[src/rtl/fifo_pkg.sv]
// fifo_pkg: shared FIFO helpers and parameter legality checks
package fifo_pkg;
  function automatic int clog2(input int v);
    int r;
    r = 0;
    while ((1 << r) < v) r++;
    return r;
  endfunction
  function automatic bit params_ok(input int width, input int depth_bit, input int af, input int ae);
    return width >= 1 && depth_bit >= 1 && af >= 1 && af <= (1 << depth_bit) &&
           ae >= 0 && ae < (1 << depth_bit);
  endfunction
endpackage

[src/rtl/fifo_ram.sv]
// fifo_ram: simple dual-port array, sync write, async or registered read
module fifo_ram import fifo_pkg::*; #(
  parameter int WIDTH = 32,
  parameter int DEPTH = 32,
  parameter int FWFT  = 1,
  localparam int AW   = clog2(DEPTH)
) (
  input  logic             clk,
  input  logic             rst,
  input  logic             we,
  input  logic [AW-1:0]    waddr,
  input  logic [WIDTH-1:0] wdata,
  input  logic             re,
  input  logic [AW-1:0]    raddr,
  output logic [WIDTH-1:0] rdata
);
  logic [WIDTH-1:0] mem [DEPTH];
  logic [WIDTH-1:0] dout_q, dout_d;
  // storage is never reset; only accepted writes land here
  always_ff @(posedge clk) begin
    if (we) mem[waddr] <= wdata;
  end
  // registered read port holds its last word between reads
  always_comb begin
    dout_d = re ? mem[raddr] : dout_q;
  end
  // read register clears on reset only
  always_ff @(posedge clk) begin
    if (rst) dout_q <= '0;
    else dout_q <= dout_d;
  end
  assign rdata = (FWFT != 0) ? mem[raddr] : dout_q;
endmodule

[src/rtl/sync_fifo_ctrl.sv]
// sync_fifo_ctrl: single-clock FIFO with FWFT/registered read, thresholds and sticky errors
module sync_fifo_ctrl import fifo_pkg::*; #(
  parameter int WIDTH     = 32,
  parameter int DEPTH_BIT = 5,
  parameter int AF_LEVEL  = 28,
  parameter int AE_LEVEL  = 4,
  parameter int FWFT      = 1
) (
  input  logic               clk,
  input  logic               rst,
  input  logic               clr,
  input  logic               wr_en,
  input  logic [WIDTH-1:0]   dati,
  input  logic               rd_en,
  output logic [WIDTH-1:0]   dato,
  output logic               dato_vld,
  output logic               full,
  output logic               empty,
  output logic               almost_full,
  output logic               almost_empty,
  output logic [DEPTH_BIT:0] level,
  output logic               overflow,
  output logic               underflow
);
  localparam int LW = DEPTH_BIT + 1;
  if (!params_ok(WIDTH, DEPTH_BIT, AF_LEVEL, AE_LEVEL)) begin : g_bad_params
    $error("sync_fifo_ctrl: illegal parameter set");
  end
  logic [LW-1:0] wptr_q, wptr_d, rptr_q, rptr_d;
  logic ovf_q, ovf_d, udf_q, udf_d, vld_q, vld_d, wr_acc, rd_acc;
  // pointers carry one extra bit, so their difference is the exact occupancy
  assign level        = wptr_q - rptr_q;
  assign full         = level == LW'(1 << DEPTH_BIT);
  assign empty        = level == '0;
  assign almost_full  = level >= LW'(AF_LEVEL);
  assign almost_empty = level <= LW'(AE_LEVEL);
  assign overflow     = ovf_q;
  assign underflow    = udf_q;
  assign dato_vld     = (FWFT != 0) ? !empty : vld_q;
  // acceptance uses registered flags only; flush swallows requests and clears state
  always_comb begin
    wr_acc = wr_en && !full && !clr;
    rd_acc = rd_en && !empty && !clr;
    wptr_d = clr ? '0 : wptr_q + LW'(wr_acc);
    rptr_d = clr ? '0 : rptr_q + LW'(rd_acc);
    ovf_d  = !clr && (ovf_q || (wr_en && full));
    udf_d  = !clr && (udf_q || (rd_en && empty));
    vld_d  = rd_acc;
  end
  // state registers with synchronous reset
  always_ff @(posedge clk) begin
    if (rst) begin
      wptr_q <= '0;
      rptr_q <= '0;
      ovf_q  <= 1'b0;
      udf_q  <= 1'b0;
      vld_q  <= 1'b0;
    end else begin
      wptr_q <= wptr_d;
      rptr_q <= rptr_d;
      ovf_q  <= ovf_d;
      udf_q  <= udf_d;
      vld_q  <= vld_d;
    end
  end
  fifo_ram #(.WIDTH(WIDTH), .DEPTH(1 << DEPTH_BIT), .FWFT(FWFT)) u_ram (
    .clk   (clk),
    .rst   (rst),
    .we    (wr_acc && !rst),
    .waddr (wptr_q[DEPTH_BIT-1:0]),
    .wdata (dati),
    .re    (rd_acc),
    .raddr (rptr_q[DEPTH_BIT-1:0]),
    .rdata (dato)
  );
endmodule

[config.mk]
export PLATFORM = sky130hd
export DESIGN_NAME = sync_fifo_ctrl
export DESIGN_NICKNAME = d
export VERILOG_FILES = /design/src/rtl/fifo_pkg.sv /design/src/rtl/fifo_ram.sv /design/src/rtl/sync_fifo_ctrl.sv
export SDC_FILE = /design/constraint.sdc
export NUM_CORES = 1
export LEC_CHECK = 0
export BUFFER_PORTS_ARGS = -buffer_cell sky130_fd_sc_hd__clkbuf_2
export CAP_MARGIN = 15
export CELL_PAD_IN_SITES_DETAIL_PLACEMENT = 0
export CELL_PAD_IN_SITES_GLOBAL_PLACEMENT = 2
export CORE_MARGIN = 5
export CORE_UTILIZATION = 45
export CTS_CLUSTER_DIAMETER = 120
export DETAILED_ROUTE_END_ITERATION = 10
export HOLD_SLACK_MARGIN = 0.08
export PLACE_DENSITY = 0.72
export SKIP_LAST_GASP = 1
export SYNTH_ARGS = -nofsm -noshare
export SYNTH_HDL_FRONTEND = slang
export SYNTH_HIERARCHICAL = 1
export SYNTH_SLANG_ARGS = --single-unit
[constraint.sdc]
create_clock -name clk -period 6.2 [get_ports clk]
set_input_delay 1.86 -clock clk [delete_from_list [all_inputs] [get_ports clk]]
set_output_delay 1.86 -clock clk [all_outputs]
set_load 0.005 [all_outputs]
==> run summary <==
busiest grt layer - met2
Synth Flop Type - edfxtp_1
total CTS buffers - 107
pin count of the biggest net entering global routing - 101
Avg Inst Size Synth - 17.5 µm²
CTS HTree Levels - 3
Tot Pwr - 14.2 mW
buffer count from post-CTS setup fixing - 0
IO Pins - 82
CP Cell Sequence - buf_12 -> buf_4 -> buf_4 -> mux2i_1 -> nand2_1 -> nand3_1 -> nand3_1 -> clkbuf_2
register area share after synthesis - 0.762
Detailed Routing Iterations Pass 1 - 6
RD Place Congestion - 0.763
Filler cells - 7396
M2 GR Usage - 0.348
core area - 90000 µm²
register area - 31000 µm²
CP Capture Type - output port
Seq cells post-synth - 1038
clk_skew - 0.0206 ns
via count - 21298
Post-Syn Area - 40700 µm²
worst path bufs/invs - 4
Crit path max-delay family - buffers and inverters
first-pass GRT wire length - 150000 µm
Max Clock Freq - 0.183 GHz
Yosys warning total - 6
clk buf depth - 3
total die area - 96700 µm²
vias per inst - 5.73
commonest non-fill, non-tap cell in the layout - edfxtp_1
clk sinks - 1038
final setup fails - 0
largest area contributor in the netlist - edfxtp_1
RSZ-0062 raised after global routing - no
Row Count - 110
cells taking the most area after synthesis - edfxtp_1 75%, mux2i_1 13%, a22oi_1 1.8%, a22o_1 1.4%, nand3_1 1.3%
worst skew pair latency - 0.66 ns
Starting Density - 0.453
Area Overhead vs Synth - 13.3%
Gate Count Post-Synth - 2327
Final Critical Period - 5.47 ns
initial antenna violation count - 3
status - completed
Crit Path Class - reg2out
CTS tree - yes
Worst VDD drop - 0.000216 V
Post-synth EDFFs - 1024
area fraction of the dominant cell type after synthesis - 0.755
number of nets in the layout - 2502
detailed placement HPWL - 58100 µm
worst hold path type - reg2reg
PortBufs - 81
area of the multi-input gates - 9200 µm²
critical path's slowest cell - dfxtp_4
Synth cell types - 46
Maximum Capacitance Violations - 0
routed wire length - 103000 µm
Die H - 311 µm
met3 Resource Use GR - 0.0316
P_leak - 13.9 nW
vias in the first global route - 21817
most frequent cells in the layout - 1024 x edfxtp_1, 512 x mux2i_1, 110 x clkbuf_16
pwr/cell area - 307 nW/µm²
Final Max Tran Viols - 0
Worst-path clk slew - 0.06 ns
met1 Use GR - 0.292
Worst-Margin Slew - 1.10 ns
DIE WIDTH - 311 µm
share of async-settable or async-resettable flops after synthesis - 0
Post-Syn Nets - 2374
total global routing overflow - 0
Arrival @ worst endpoint - 3.61 ns
ANT nets after route - 0
largest fanout on the critical path - 35
Slew headroom - 0.264
Worst setup SP type - flop
share of cells above drive strength 1 - 0.133
CTS Hold Buffers Added - 0
setup TNS - 0 ns
Avg WL per Cell - 27.6 µm
Total Routing Usage GR - 0.208
Crit path largest cell delay - 0.66 ns
CTS Root Cell - clkbuf_16
DRT iter0 DRCs - 1833
CTS resizes - 0
fin crit share - 0.882
# DRC - 0
Critical Path RT - 4.34 ns
final hold vios - 0
per-stage QoR:
stage / setup WS [ns] / instances / hold WS (ns) / cell area [µm²] / util
3_3_place_gp: 1.18 / 3522 / 0.468 / 42800 / 0.476
6_report: 0.733 / 3719 / 0.488 / 46200 / 0.513
5_1_grt: 0.547 / 3714 / 0.515 / 46200 / 0.513
3_5_place_dp: 1.14 / 3522 / 0.481 / 42800 / 0.476
4_1_cts: 0.659 / 3714 / 0.495 / 46200 / 0.513
2_1_floorplan: 1.36 / 2327 / 0.475 / 40700 / -
metal layers:
layer | up-vias | wire length [µm]
met5 | - | 17
met4 | 2 | 2000
met3 | 120 | 5510
met2 | 555 | 50200
met1 | 11128 | 44800
li1 | 9493 | -
flip-flops by register name, indices dropped and copies added (netlist names):
signal	count
wptr_q	6
underflow	1
overflow	1
rptr_q	6
u_ram/mem	1024
layout make-up:
cell class / count / share of cell area
Sequential cell: 1038 / 0.672
Multi-Input combinational cell: 1153 / 0.199
Clock buffer: 137 / 0.0618
Tap cell: 1176 / 0.0319
Timing Repair Buffer: 147 / 0.0236
Clock inverter: 55 / 0.0107
Inverter: 8 / 0.000650
Antenna cell: 5 / 0.000271
path summary, 6_finish.rpt:
check | slack, ns | startpoint | cells after the start | end
max | 0.73 | rptr_q[0] | 8 | dato[11]
min | 0.49 | underflow | 1 | underflow
max reg2reg | 1.49 | rptr_q[0] | 11 | u_ram/mem[4][20]
min reg2reg | 0.49 | underflow | 1 | underflow
cells by family (layout without fill, tap and decap cells):
family	after synthesis	count (layout)	share of synthesized area
buffers and inverters	136	347	0.0193
adder cells (fa/ha/maj)	10	10	0.00326
AO/OA/AOI/OAI	304	304	0.0512
XOR/XNOR	13	13	0.00316
other	0	5	0
AND/OR/NAND/NOR	314	314	0.0357
multiplexers	512	512	0.126
flip-flops	1038	1038	0.762
report_power, final:
part	switching (mW)	internal, mW	leakage [nW]	total (mW)
clock network	2.57	3.56	1.62	6.13
registers	0.00436	7.72	9.32	7.72
logic	0.223	0.0761	2.93	0.299
total	2.80	11.4	13.9	14.2
cells in the mapped netlist, drive strengths merged (2+ instances only):
master / number
a22o: 66
a22oi: 96
xnor2: 8
clkbuf: 49
nand2: 102
nand3: 103
ha: 9
inv: 8
nand3b: 5
a31oi: 33
nand2b: 5
dfxtp: 14
a21oi: 102
or2: 2
or3b: 3
nor3: 33
edfxtp: 1024
nor2b: 2
or3: 2
xor2: 5
buf: 79
nor2: 47
mux2i: 512
and2: 6
No activity file was read; power rests on OpenSTA's default activity.
